### src/rtl/ddr_rd_burst_ctrl.sv
// AXI4 read master: splits (address, beat count) commands into 4 KB-safe INCR bursts,
// bounds outstanding bursts and forwards R data unbuffered. Optional macro: DDR_RD_RRESP_CHECK_EN.
module ddr_rd_burst_ctrl #(
  parameter int ADDR_W          = 34,
  parameter int DATA_W          = 512,
  parameter int LEN_W           = 20,
  parameter int MAX_BURST       = 64,
  parameter int MAX_OUTSTANDING = 4
) (
  input  logic              core_clk,
  input  logic              sys_rst,
  input  logic              calib_done,
  input  logic              cmd_valid,
  output logic              cmd_ready,
  input  logic [ADDR_W-1:0] cmd_addr,
  input  logic [LEN_W-1:0]  cmd_len,
  output logic              m_arvalid,
  input  logic              m_arready,
  output logic [ADDR_W-1:0] m_araddr,
  output logic [7:0]        m_arlen,
  output logic [2:0]        m_arsize,
  output logic [1:0]        m_arburst,
  input  logic              m_rvalid,
  output logic              m_rready,
  input  logic [DATA_W-1:0] m_rdata,
  input  logic [1:0]        m_rresp,
  input  logic              m_rlast,
  output logic              dout_valid,
  input  logic              dout_ready,
  output logic [DATA_W-1:0] dout_data,
  output logic              dout_last,
  output logic              done,
  output logic              rd_err
);

  localparam int BPB    = DATA_W / 8;
  localparam int BSH    = $clog2(BPB);
  localparam int CNT_W  = $clog2(MAX_OUTSTANDING + 1);
  localparam int SIZE_W = 9;

  typedef enum logic [1:0] {IDLE, ISSUE, DRAIN} state_t;

  state_t              state_q, state_d;
  logic [ADDR_W-1:0]   addr_q, addr_d;
  logic [LEN_W-1:0]    remain_q, remain_d;
  logic [LEN_W-1:0]    len_q, len_d;
  logic [LEN_W-1:0]    beat_q, beat_d;
  logic [CNT_W-1:0]    out_q, out_d;
  logic                arvalid_q, arvalid_d;
  logic [ADDR_W-1:0]   araddr_q, araddr_d;
  logic [7:0]          arlen_q, arlen_d;
  logic                done_q, done_d;
  logic                rd_err_q, rd_err_d;

  logic                active, ar_hs, r_hs, r_last_hs, final_hs;
  logic [ADDR_W-1:0]   src_addr, ld_next;
  logic [LEN_W-1:0]    src_remain, ld_remain;
  logic [12:0]         beats_4k;
  logic [SIZE_W-1:0]   size_c;

  assign active     = (state_q != IDLE);
  assign cmd_ready  = (state_q == IDLE) & calib_done & ~sys_rst;
  assign m_rready   = active & dout_ready;
  assign dout_valid = active & m_rvalid;
  assign dout_data  = m_rdata;
  assign dout_last  = active & (beat_q == len_q - LEN_W'(1));
  assign ar_hs      = arvalid_q & m_arready;
  assign r_hs       = active & m_rvalid & dout_ready;
  assign r_last_hs  = r_hs & m_rlast;
  assign final_hs   = r_hs & dout_last;

  assign m_arvalid  = arvalid_q;
  assign m_araddr   = araddr_q;
  assign m_arlen    = arlen_q;
  assign m_arsize   = 3'(BSH);
  assign m_arburst  = 2'b01;
  assign done       = done_q;
  assign rd_err     = rd_err_q;

  // The first burst is sized straight from the command so AR goes out the cycle after accept.
  always_comb begin
    src_addr   = (state_q == IDLE) ? (cmd_addr & ~ADDR_W'(BPB - 1)) : addr_q;
    src_remain = (state_q == IDLE) ? cmd_len : remain_q;
    beats_4k   = 13'(4096 >> BSH) - 13'(src_addr[11:BSH]);
    size_c     = SIZE_W'(MAX_BURST);
    if (13'(size_c) > beats_4k)      size_c = SIZE_W'(beats_4k);
    if (LEN_W'(size_c) > src_remain) size_c = SIZE_W'(src_remain);
    ld_next    = src_addr + (ADDR_W'(size_c) << BSH);
    ld_remain  = src_remain - LEN_W'(size_c);
  end

  always_comb begin
    // NOTE: every variable gets its hold value first so no path through the case infers a latch.
    state_d   = state_q;
    addr_d    = addr_q;
    remain_d  = remain_q;
    len_d     = len_q;
    beat_d    = r_hs ? beat_q + LEN_W'(1) : beat_q;
    out_d     = out_q + CNT_W'(ar_hs) - CNT_W'(r_last_hs);
    arvalid_d = arvalid_q;
    araddr_d  = araddr_q;
    arlen_d   = arlen_q;
    done_d    = 1'b0;
`ifdef DDR_RD_RRESP_CHECK_EN
    rd_err_d  = rd_err_q | (r_hs & (m_rresp != 2'b00));
`else
    rd_err_d  = 1'b0;
`endif
    unique case (state_q)
      IDLE: begin
        if (cmd_valid && cmd_ready) begin
          len_d  = cmd_len;
          beat_d = '0;
          if (cmd_len == '0) begin
            done_d = 1'b1;
          end else begin
            state_d   = ISSUE;
            arvalid_d = 1'b1;
            araddr_d  = src_addr;
            arlen_d   = 8'(size_c - SIZE_W'(1));
            addr_d    = ld_next;
            remain_d  = ld_remain;
          end
        end
      end
      ISSUE: begin
        if (ar_hs) arvalid_d = 1'b0;
        if (remain_q == '0) begin
          if (ar_hs) state_d = DRAIN;
        end else if ((!arvalid_q || ar_hs) && (out_d < CNT_W'(MAX_OUTSTANDING))) begin
          arvalid_d = 1'b1;
          araddr_d  = src_addr;
          arlen_d   = 8'(size_c - SIZE_W'(1));
          addr_d    = ld_next;
          remain_d  = ld_remain;
        end
      end
      DRAIN: begin
        if (final_hs) begin
          state_d = IDLE;
          done_d  = 1'b1;
        end
      end
      default: state_d = IDLE;
    endcase
  end

`ifndef DDR_RD_RRESP_CHECK_EN
  logic unused_rresp;
  assign unused_rresp = ^m_rresp;
`endif

  // NOTE: state registers use non-blocking assignment so all flops update from pre-edge values.
  always_ff @(posedge core_clk) begin
    if (sys_rst) begin
      state_q   <= IDLE;
      addr_q    <= '0;
      remain_q  <= '0;
      len_q     <= '0;
      beat_q    <= '0;
      out_q     <= '0;
      arvalid_q <= 1'b0;
      araddr_q  <= '0;
      arlen_q   <= '0;
      done_q    <= 1'b0;
      rd_err_q  <= 1'b0;
    end else begin
      state_q   <= state_d;
      addr_q    <= addr_d;
      remain_q  <= remain_d;
      len_q     <= len_d;
      beat_q    <= beat_d;
      out_q     <= out_d;
      arvalid_q <= arvalid_d;
      araddr_q  <= araddr_d;
      arlen_q   <= arlen_d;
      done_q    <= done_d;
      rd_err_q  <= rd_err_d;
    end
  end

endmodule
### config.mk
export PLATFORM = sky130hd
export DESIGN_NAME = ddr_rd_burst_ctrl
export DESIGN_NICKNAME = d
export VERILOG_FILES = /design/src/rtl/ddr_rd_burst_ctrl.sv
export SDC_FILE = /design/constraint.sdc
export NUM_CORES = 1
export LEC_CHECK = 0
export ABC_AREA = 1
export CAP_MARGIN = 20
export CORE_AREA = 10 10 442 444
export DETAILED_ROUTE_END_ITERATION = 6
export DIE_AREA = 0 0 452 454
export SLEW_MARGIN = 10
export SYNTH_ARGS = -nofsm -noshare
export SYNTH_HDL_FRONTEND = slang
export SYNTH_SLANG_ARGS = --single-unit
### constraint.sdc
create_clock -name core_clk -period 7.54 [get_ports core_clk]
set_clock_uncertainty 0.15 [all_clocks]
set_input_delay 2.262 -clock core_clk [delete_from_list [all_inputs] [get_ports core_clk]]
set_output_delay 2.262 -clock core_clk [all_outputs]
set_load 0.01 [all_outputs]
==> results_dict.tcl, run 1 <==
set metrics [dict create \
    p_total_mw 2.420 \
    syn2layout_area_growth_pct 6.695 \
    dieArea_mm2 0.2052 \
    synth_top_area_share_pct 30.82 \
    cts.sinks 131 \
    max_freq_mhz 144.0 \
    drive_above_1_share_pct 9.904 \
    critPathCaptureType "register" \
    worst_slew_pin_slew_ps 838.2 \
    max_slew_margin_pct 44.12 \
    grt_pass1_wl_um 111300 \
    synth_top_family_by_area "buffers and inverters" \
    first_pass_iters 5 \
    avgSynthCellArea_um2 6.852 \
    cp.buffers_inverters 7 \
    grt_overflow 0 \
    start_util_pct 6.840 \
    port_buffers 97 \
    detail-route-antenna-nets 0 \
    stdcell_area_mm2 0.01362 \
    numCtsBuffers 17 \
    grt_use_total_pct 8.448 \
    synth-edff-count 0 \
    cp.required_ps 7720 \
    synth.area.mux_share_pct 0.4999 \
    cts.clk_slew.worst_paths_ps 70 \
    post_cts_buffers 0 \
    synth_area_leader_cell "buf_4" \
    dp_hpwl_um 81550 \
    synth.distinct_cells 49 \
    async_reset_ff_share_pct 0 \
    clock_latency_ps 460 \
    synthFlopType "dfxtp_1" \
    clockBufferDepth 2 \
    antenna_found_initial 24 \
    powerDensity_mw_per_mm2 177.7 \
    placedInstanceArea_mm2 0.01297 \
    drt_iter0_drc 715 \
    pin_count 1142 \
    hold_viol_final 0 \
    setup_viol 0 \
    die_w_um 452 \
    cp_slowest_cell "clkdlybuf4s50_1" \
    via_count 10246 \
    crit_path_start_kind "input port" \
    irDropWorstVdd_v 0.0001602 \
    gp_congestion 0.8321 \
    r2r_start "state_q[0]" \
    drt_wl_total_um 91880 \
    hold_buffers 0 \
    status "completed" \
    synth_seq_area_share_pct 20.54 \
    nets 2059 \
    ctsRootBufferMaster "clkbuf_16" \
    cts_tree "built" \
    tns_ps 0 \
    drc 0 \
    synthesis.area_mm2 0.01276 \
    ys_ff_latch 131 \
    synth_area_leaders "buf_4, dfxtp_1, nand2_1" \
    wl_per_cell_um 23.20 \
    hp-class "register to register" \
    syn_inst 1863 \
    placeableCoreArea_mm2 0.1866 \
    synth_warnings 0 \
    crit_start "cmd_addr[7]" \
    yosys.area_share.simple_pct 23.97 \
    holdCritStartpoint "addr_q[32]" \
    r2r_slack_ps 2210 \
    vias_per_cell 2.587 \
    post_cts_resized 0 \
    critPathTopFamily "simple AND/OR/NAND/NOR gates" \
    critPathMaxStageDelay_ps 480 \
    rows 159 \
    yosys.area_share.adder_pct 3.313 \
    seqCellArea_mm2 0.002623 \
    grt_pass1_vias 9831 \
    synth_compound_area_share_pct 9.714 \
    arrival_ps 7120 \
    fin_crit_sh_pct 92.11 \
    die_h_um 454 \
    finalCriticalPeriod_ps 6945 \
    grt_max_degree 81 \
    p_leak_nw 4.979 \
    cpMostUsedCell "nand2_1" \
    rsz0062_at_grt "false" \
    synth_xor_area_share_pct 4.225 \
    cp_max_fo 4 \
    htree_levels 4 \
    nFillCells 22117 \
    multi_input_area_mm2 0.005389 \
    crit_type "input port to register" \
    slew_violations 0 \
    maxCapViolCount 0 \
]
## stage by stage
stage	setup slack [ps]	hold slack, ps	std cells	utilization [%]
after CTS	542.4	314.8	3959	7.297
after detailed placement	64.99	304.9	3927	6.948
after floorplan	1130	293.7	1875	-
final	594.9	315.7	3960	7.298
after global routing	118.8	328.7	3959	7.297
after global placement	73.61	308.3	3927	6.948
## sequential cells by signal (all words and copies together) (netlist names)
| name | count |
|---|---|
| addr_q | 28 |
| beat_q | 20 |
| done | 1 |
| len_q | 20 |
| m_araddr | 28 |
| m_arlen | 8 |
| m_arvalid | 1 |
| out_q | 3 |
| remain_q | 20 |
| state_q | 2 |
## worst paths after layout
check / cells past startpoint / to
worst max-delay path: 37 / addr_q[28]
worst min-delay path: 2 / addr_q[32]
worst max register to register: 36 / addr_q[28]
worst min register to register: 2 / addr_q[32]
## worst reg2reg max path, delay by kind of cell (launching register included)
kind                     cells  cell delay [ps]
AO/OA/AOI/OAI                5              600
buffers and inverters        5              480
adder cells (fa/ha/maj)      4             1150
AND/OR/NAND/NOR             22             2470
flip-flops                   1              360
## cells in the final DEF, fill, tap and decap left out, drive strengths merged, types with 29 or more instances in the layout
cell | Yosys | layout
a21oi | 80 | 80
dfxtp | 131 | 131
xor2 | 43 | 43
inv | 165 | 173
clkdlybuf4s50 | 0 | 96
o21ai | 114 | 114
nor2 | 198 | 198
buf | 548 | 32
nand3 | 106 | 106
ha | 29 | 29
nand2 | 293 | 293
## cell usage after synthesis (5+ instances only)
master	instances
a31oi_1	7
xnor2_1	16
clkbuf_1	23
nand4_1	18
nand3_2	5
dfxtp_1	131
nand2_2	16
nand2_1	273
buf_6	6
buf_4	524
inv_1	161
o211ai_1	7
nor4_1	8
ha_1	29
xor2_1	43
nor2_4	8
mux2i_1	5
nor2_2	7
o21ai_1	16
o21ai_2	8
nor2_1	181
o21ai_0	90
nand3_1	101
or2_2	18
nor3_1	13
buf_2	15
a21oi_1	80
a211oi_1	10
## per-layer routing
metal  part of all wire [%]  track usage, %
met4                    4.7           3.581
met5                    1.2           3.754
met2                     44           12.80
met1                     24           5.850
met3                     26           10.69
## kinds of logic (layout without fill, tap and decap cells)
family	Yosys count	count (layout)
flops	131	131
simple gates	670	670
buf+inv	736	325
xor+xnor	60	60
other cells	2	15
mux	6	6
compound gates	226	226
fa+ha+maj	32	32
## final cells by class
cell class,instances,share of cell area [%]
antenna,1,0.01837
clock buffer,18,3.225
clock inverter,14,1.553
inverter,165,4.566
multi-input combinational,1008,39.57
sequential,131,19.26
tap,2495,22.92
timing repair buffer,128,8.893
## where the power goes
group / switching [mW] / total, mW / internal, mW
Combinational: 0.433 / 0.686 / 0.254
Sequential: 0.0309 / 0.774 / 0.743
Clock: 0.386 / 0.960 / 0.574
Total: 0.849 / 2.42 / 1.57
No activity file was read; power rests on OpenSTA's default activity.
==> run 2, diff against run 1 <==
- CORE_AREA: 10 10 442 444 -> 10 10 436 438
- DIE_AREA: 0 0 452 454 -> 0 0 446 448
- SETUP_SLACK_MARGIN: default -> 0.3
- SLEW_MARGIN: 10 -> 20
- clock period: 7.54 -> 8.7 ns (I/O delays scaled with it)
==> run 2 against run 1 <==
Effect of this change: non-clock buffer count down 21; wire length down 1.0%; register-to-register slack better by 140 ps; utilization about the same; global-route usage up 0.11 points; count of clock-buffer cells in the layout down 1; setup slack better by 350 ps; flip-flop and latch count unchanged.
==> results_dict.tcl, run 2 (same netlist as run 1, synthesis figures left out) <==
set metrics [dict create \
    grt_use_total_pct 8.556 \
    stdcell_area_mm2 0.01323 \
    critPathCaptureType "register" \
    placedInstanceArea_mm2 0.01266 \
    numPlacedInstances 3796 \
    drc 0 \
    grt_overflow 0 \
    final_common_cell "nand2_1" \
    crit_start "cmd_addr[7]" \
    port_buffers 97 \
    ctsRootBufferMaster "clkbuf_16" \
    cts.clk_slew.worst_paths_ps 60 \
    holdWs_ps 316.1 \
    dieArea_mm2 0.1998 \
    highest_layer "met5" \
    tns_ps 0 \
    seqCellArea_mm2 0.002623 \
    critPathMaxStageDelay_ps 760 \
    first_pass_iters 6 \
    grt_pass1_wl_um 110000 \
    rows 157 \
    multi_input_area_mm2 0.005389 \
    post_cts_resized 0 \
    gp_congestion 0.8122 \
    fin_util_pct 7.282 \
    wl_per_cell_um 23.75 \
    p_leak_nw 4.832 \
    cp_max_fo 8 \
    p_total_mw 1.966 \
    cp.required_ps 8940 \
    cpMostUsedCell "nand2_1" \
    vias_per_cell 2.652 \
    placeableCoreArea_mm2 0.1817 \
    drive_above_1_share_pct 8.593 \
    nets 2038 \
    grt_pass1_vias 9719 \
    fin_crit_sh_pct 89.09 \
    antenna_found_initial 24 \
    pre_cts_ws_ps 505.9 \
    dp_hpwl_um 80070 \
    m1WireLength_um 19450 \
    wl_met3_um 24130 \
    post_cts_buffers 0 \
    via_count 10156 \
    layout_setup_ws_ps 948.9 \
    arrival_ps 7990 \
    cts_tree "built" \
    finalCriticalPeriod_ps 7751 \
    start_util_pct 7.025 \
    grt_max_degree 78 \
    maxCapViolCount 0 \
    status "completed" \
    drt_iter0_drc 736 \
    nFillCells 21318 \
    hp-class "register to register" \
    final_cell_mix "nand2_1, nor2_1, inv_1" \
    wl_met2_um 41220 \
    worst_slew_pin_slew_ps 954.7 \
    worstSetupEndpoint "addr_q[33]" \
    pin_count 1142 \
    setup_viol 0 \
    crit_type "input port to register" \
    irDropWorstVdd_v 0.0001400 \
    r2r_end "addr_q[33]" \
    r2r_start "state_q[0]" \
    clock_latency_ps 450 \
    max_freq_mhz 129.0 \
    crit_path_start_kind "input port" \
    clockBufferDepth 2 \
    syn2layout_area_growth_pct 3.656 \
    hold_viol_final 0 \
    powerDensity_mw_per_mm2 148.6 \
    fin_cells 3829 \
    cts.sinks 131 \
    die_h_um 448 \
    htree_levels 4 \
    slew_violations 0 \
    die_w_um 446 \
    drt_wl_total_um 90920 \
    rsz0062_at_grt "false" \
    detail-route-antenna-nets 0 \
    r2r_slack_ps 2350 \
    cp_slowest_cell "o21ai_0" \
    max_slew_margin_pct 35.68 \
    rr_worst_depth 32 \
    numCtsBuffers 17 \
    hold_buffers 0 \
]
run 2: report_power, final:
part / switching, mW / internal, mW / total, mW
registers: 0.0267 / 0.644 / 0.671
clock network: 0.341 / 0.379 / 0.720
logic: 0.368 / 0.208 / 0.576
total: 0.735 / 1.23 / 1.97
run 2: worst min-delay path by stage:
stage / start / end / slack [ps] / cells after the start
detailed placement: addr_q[32] / addr_q[32] / 310 / 2
finish: addr_q[32] / addr_q[32] / 320 / 2
CTS: addr_q[32] / addr_q[32] / 320 / 2
global route: addr_q[18] / addr_q[18] / 340 / 2
floorplan: addr_q[32] / addr_q[32] / 290 / 2
global placement: addr_q[32] / addr_q[32] / 300 / 2
run 2: critical path, delay by kind of cell:
kind	cells	cell delay [ps]
adder cells (fa/ha/maj)	3	810
AND/OR/NAND/NOR	19	2410
buffers and inverters	6	1010
AO/OA/AOI/OAI	4	1130
run 2: metal layers:
metal  track usage (%)  vias up
met3             10.62      256
met2             13.61      934
met4             4.703        8
li1                  -     4506
met5             1.990        -
met1             5.296     4452
run 2: area by class of cell:
cell class                      instances  share of cell area [%]
Inverter                              165                   4.700
Antenna cell                            1                 0.01891
Sequential cell                       131                   19.82
Clock inverter                         15                   1.097
Clock buffer                           17                   3.215
Tap cell                             2385                   22.55
Timing Repair Buffer                  107                   7.868
Multi-Input combinational cell       1008                   40.73
==> run 3, diff against run 2 <==
==> constraint.sdc (replaced) <==
create_clock -name core_clk -period 8.7 [get_ports core_clk]
set_clock_uncertainty 0.15 [all_clocks]
set_input_delay 1.74 -clock core_clk [delete_from_list [all_inputs] [get_ports core_clk]]
set_output_delay 1.74 -clock core_clk [all_outputs]
set_load 0.01 [all_outputs]
==> run 3 against run 2 <==
Effect of this change: power rose by 1.5%; critical path depth up 5; utilization is essentially flat; maximum frequency rose by 13%; wire length is 0.39% higher; first-iteration DRC count is 10% lower; sequential power hardly changed; sequential share of layout area about the same; worst hold slack better by 4.4 ps; via count fell by 0.20%.
==> results_dict.tcl, run 3 (same netlist as run 1, synthesis figures left out) <==
set metrics [dict create \
    drc 0 \
    critPathCaptureType "register" \
    post_cts_buffers 0 \
    status "completed" \
    r2r_start "state_q[0]" \
    crit_type "input port to register" \
    arrival_ps 7040 \
    hold_buffers 0 \
    hold_viol_final 0 \
    grt_max_degree 101 \
    final_cell_mix "nand2_1, nor2_1, inv_1" \
    critPathTopFamily "simple AND/OR/NAND/NOR gates" \
    cts_tree "built" \
    hp-class "register to register" \
    ctsRootBufferMaster "clkbuf_16" \
    die_h_um 448 \
    holdPathStages 2 \
    die_w_um 446 \
    nets 2038 \
    fin_crit_sh_pct 79.02 \
    drive_above_1_share_pct 8.593 \
    p_leak_nw 4.834 \
    drt_wl_total_um 91280 \
    antenna_found_initial 23 \
    max_freq_mhz 145.5 \
    finalCriticalPeriod_ps 6875 \
    diodes 0 \
    via_count 10136 \
    dieArea_mm2 0.1998 \
    irDropWorstVdd_v 0.00009466 \
    drt_iter0_drc 662 \
    post_cts_resized 0 \
    placeableCoreArea_mm2 0.1817 \
    critPathMaxStageDelay_ps 450 \
    vias_per_cell 2.648 \
    cp.buffers_inverters 7 \
    first_pass_iters 5 \
    rr_worst_depth 37 \
    grt_use_total_pct 8.564 \
    min_to "m_araddr[25]" \
    p_total_mw 1.995 \
    final_common_cell "nand2_1" \
    syn2layout_area_growth_pct 3.784 \
    cp_slowest_cell "clkdlybuf4s50_1" \
    grt_pass1_vias 9676 \
    dp_hpwl_um 80360 \
    port_buffers 97 \
    cts.sinks 131 \
    rows 157 \
    powerDensity_mw_per_mm2 150.6 \
    clockBufferDepth 2 \
    cpMostUsedCell "nand2_1" \
    grt_pass1_wl_um 109800 \
    start_util_pct 7.025 \
    holdCritStartpoint "m_araddr[25]" \
    setup_viol 0 \
    gp_congestion 0.8257 \
    cp.required_ps 8870 \
    worst_slew_pin_slew_ps 965.5 \
    numCtsBuffers 17 \
    tns_ps 0 \
    htree_levels 4 \
    clock_latency_ps 450 \
    cp_max_fo 8 \
    grt_overflow 0 \
    r2r_slack_ps 2690 \
    max_slew_margin_pct 35.63 \
    crit_path_start_kind "input port" \
    slew_violations 0 \
    detail-route-antenna-nets 0 \
    wl_per_cell_um 23.85 \
    rsz0062_at_grt "false" \
    r2r_end "addr_q[28]" \
    pin_count 1142 \
    maxCapViolCount 0 \
    cts.clk_slew.worst_paths_ps 60 \
]
run 3: cell count changes in the layout (fill, tap and decap cells not counted), moves of 2 or more:
cell	before	now
clkinv_2	2	0
clkinvlp_4	1	3
clkinv_8	2	0
clkbuf_8	0	2
run 3: layout make-up:
type,instances,area [µm²]
Sequential cell,131,2623
Timing Repair Buffer,107,1041
Multi-Input combinational cell,1008,5389
Tap cell,2385,2984
Fill cell,21321,168500
Clock inverter,13,136.4
Clock buffer,19,452.9
Inverter,165,621.8
run 3: where the power goes:
group	leakage [nW]	internal [mW]	total (mW)	switching, mW
sequential	1.07	0.644	0.671	0.0269
combinational	3.48	0.208	0.577	0.369
clock	0.282	0.418	0.747	0.329
run 3: layer usage:
| layer | vias up | GRT usage (%) | wire (µm) |
|---|---|---|---|
| met5 | - | 2.061 | 409 |
| met2 | 917 | 13.65 | 41100 |
| li1 | 4511 | - | - |
| met4 | 10 | 4.983 | 6080 |
| met1 | 4437 | 5.191 | 19510 |
| met3 | 261 | 10.59 | 24180 |
run 3: worst reg2reg max path, delay by kind of cell, from the launching register on:
kind	cells	cell delay (ps)
buffers and inverters	6	940
DFF	1	370
AOI/OAI and AO/OA	5	710
adders and majority gates	4	1240
and+or+nand+nor	22	2460
run 3: worst max path at each step:
stage / startpoint / to / cells after the start
floorplan: cmd_addr[7] / addr_q[28] / 35
global placement: cmd_addr[8] / addr_q[28] / 37
detailed placement: cmd_addr[8] / addr_q[28] / 37
CTS: cmd_addr[8] / addr_q[28] / 37
global route: cmd_addr[7] / addr_q[28] / 38
finish: cmd_addr[7] / addr_q[28] / 37
run 3: through the flow:
step           setup WS (ps)  hold WS [ps]  util, %  area [µm²]  std cells
3_3_place_gp            1459         304.0    6.966       12660       3796
6_report                1825         320.5    7.291       13250       3828
5_1_grt                 1448         332.0    7.291       13250       3828
2_1_floorplan           2812         293.7        -       12810       1875
3_5_place_dp            1439         308.6    6.966       12660       3796
4_1_cts                 1878         319.5    7.291       13250       3828
==> variant, RTL diff (settings of run 1) <==
Change the parameter `LEN_W` from 20 to 18.
--- a/src/rtl/ddr_rd_burst_ctrl.sv
+++ b/src/rtl/ddr_rd_burst_ctrl.sv
@@ -4,5 +4,5 @@
   parameter int ADDR_W          = 34,
   parameter int DATA_W          = 512,
-  parameter int LEN_W           = 20,
+  parameter int LEN_W           = 18,
   parameter int MAX_BURST       = 64,
   parameter int MAX_OUTSTANDING = 4
Interface: changed (resized cmd_len); port bits go from 1142 to 1140. The function was not compared with the original's and may differ.
==> variant against run 1 <==
  * Sequential share of layout area down 0.073 points
  * Synthesized area down 4.5%
  * Sequential cell count down 6
  * Register-to-register slack worse by 0.68 ns
  * Setup slack better by 0.097 ns
  * Largest cell class unchanged
  * Hold slack worse by 0.0019 ns
  * Critical endpoint is now addr_q[27]
  * Clock power down 5.6%
  * Routed wire length down 0.98%
  * Cell area down 4.2%
  * Combinational power down 12%
  * Power down 7.2%
==> variant: results <==
outcome:
  status: "complete, no violations"
grt:
  use_met3_pct: 10.93
  met1_usage_pct: 5.650
  grtUsageMet2_pct: 12.71
  grt_pass1_vias: 9023
  grt_max_degree: 104
  grtUsageTotal_pct: 8.381
  grt_pass1_wl_um: 108900
  antenna_found_initial: 22
sta:
  tns_ns: 0
  worstMarginPinSlew_ns: 0.9231
critical_path:
  cpPeakStageDelay_ns: 0.40
  critPathArrivalTime_ns: 7.02
  crit_path_max_fanout: 6
synth:
  synth_cells: 1793
  synth_compound_area_share_pct: 10.94
  synth_cell_types: 45
  synthAdderAreaFrac_pct: 3.470
  synth.mux.area_fraction_pct: 0
  ys_top_cells_by_count: "buf_4, nand2_1, inv_1"
  synthFlopType: "dfxtp_1"
  synth_area_leaders: "buf_4, dfxtp_1, nand2_1, inv_1, nor2_1"
  synth_xor_xnor_area_share_pct: 4.096
  synth_warnings: 0
  yosysSeqAreaShare_pct: 20.53
cells_and_area:
  drive_gt1_share_pct: 9.371
  nets: 1991
  fillCellCount: 22160
cts:
  clk_latency_ns: 0.47
  cts_root_buffer: "clkbuf_16"
  cts_buffers: 17
  post-cts-setup-buffer-count: 0
drt:
  vias: 9647
  wl_per_cell_um: 23.35
  dr.first_iter.drc_count: 613
  first_pass_iters: 7
  routed_wl_um: 90970
  dr.max_layer_used: "met5"
  wl_met1_um: 21650
  dr_wl_met2_um: 39750
  met3_length_um: 24770
pwr:
  ir_drop_mv: 0.1524
  leakagePower_uw: 0.004751
  p_sw_share_pct: 35.65
place:
  place.gp.congestion: 0.8029
  place_inst: 3861
  hpwlAfterDp_um: 80190
  io_buffers: 95
min_path:
  worstHoldPathType: "reg -> reg"
variant: cell type report:
cell class / instances / share of cell area (%)
flip-flops and latches: 125 / 19.18
multi-input cells: 943 / 37.85
clock buffers: 17 / 3.261
diodes: 3 / 0.05755
well taps: 2495 / 23.93
repair buffers: 128 / 9.342
inverters: 170 / 4.901
clock inverters: 15 / 1.477
variant: stage by stage:
stage          worst slack, ns  utilization, %  instance area (um^2)  total power (uW)
6_report                0.6915           6.991                 13050              2246
5_1_grt                 0.2562           6.989                 13040              2376
4_1_cts                 0.6852           6.987                 13040              2280
3_5_place_dp            0.2507           6.655                 12420              1358
3_3_place_gp            0.2448           6.655                 12420              1353
2_1_floorplan            1.095               -                 12230              1405
variant: path summary, 6_finish.rpt:
check | start | to | slack, ns | cells past startpoint
min reg2reg | m_araddr[14] | m_araddr[14] | 0.31 | 2
min | m_araddr[14] | m_araddr[14] | 0.31 | 2
max | cmd_addr[6] | addr_q[27] | 0.69 | 34
max reg2reg | state_q[0] | addr_q[27] | 1.53 | 33
variant: worst register-to-register path, delay by kind of cell (launching register included):
family / cells / cell delay (ns)
adder cells (fa/ha/maj): 2 / 0.67
buffers and inverters: 7 / 1.27
AO/OA/AOI/OAI: 3 / 0.68
XOR/XNOR: 1 / 0.15
flip-flops: 1 / 0.37
AND/OR/NAND/NOR: 20 / 2.59
variant: power by group through the flow:
| stage | sequential, uW | combinational, uW | clock (uW) |
|---|---|---|---|
| floorplan | 754 | 651 | 0 |
| global placement | 751 | 602 | 0 |
| detailed placement | 752 | 605 | 0 |
| CTS | 738 | 610 | 933 |
| global route | 744 | 677 | 954 |
| finish | 738 | 601 | 906 |
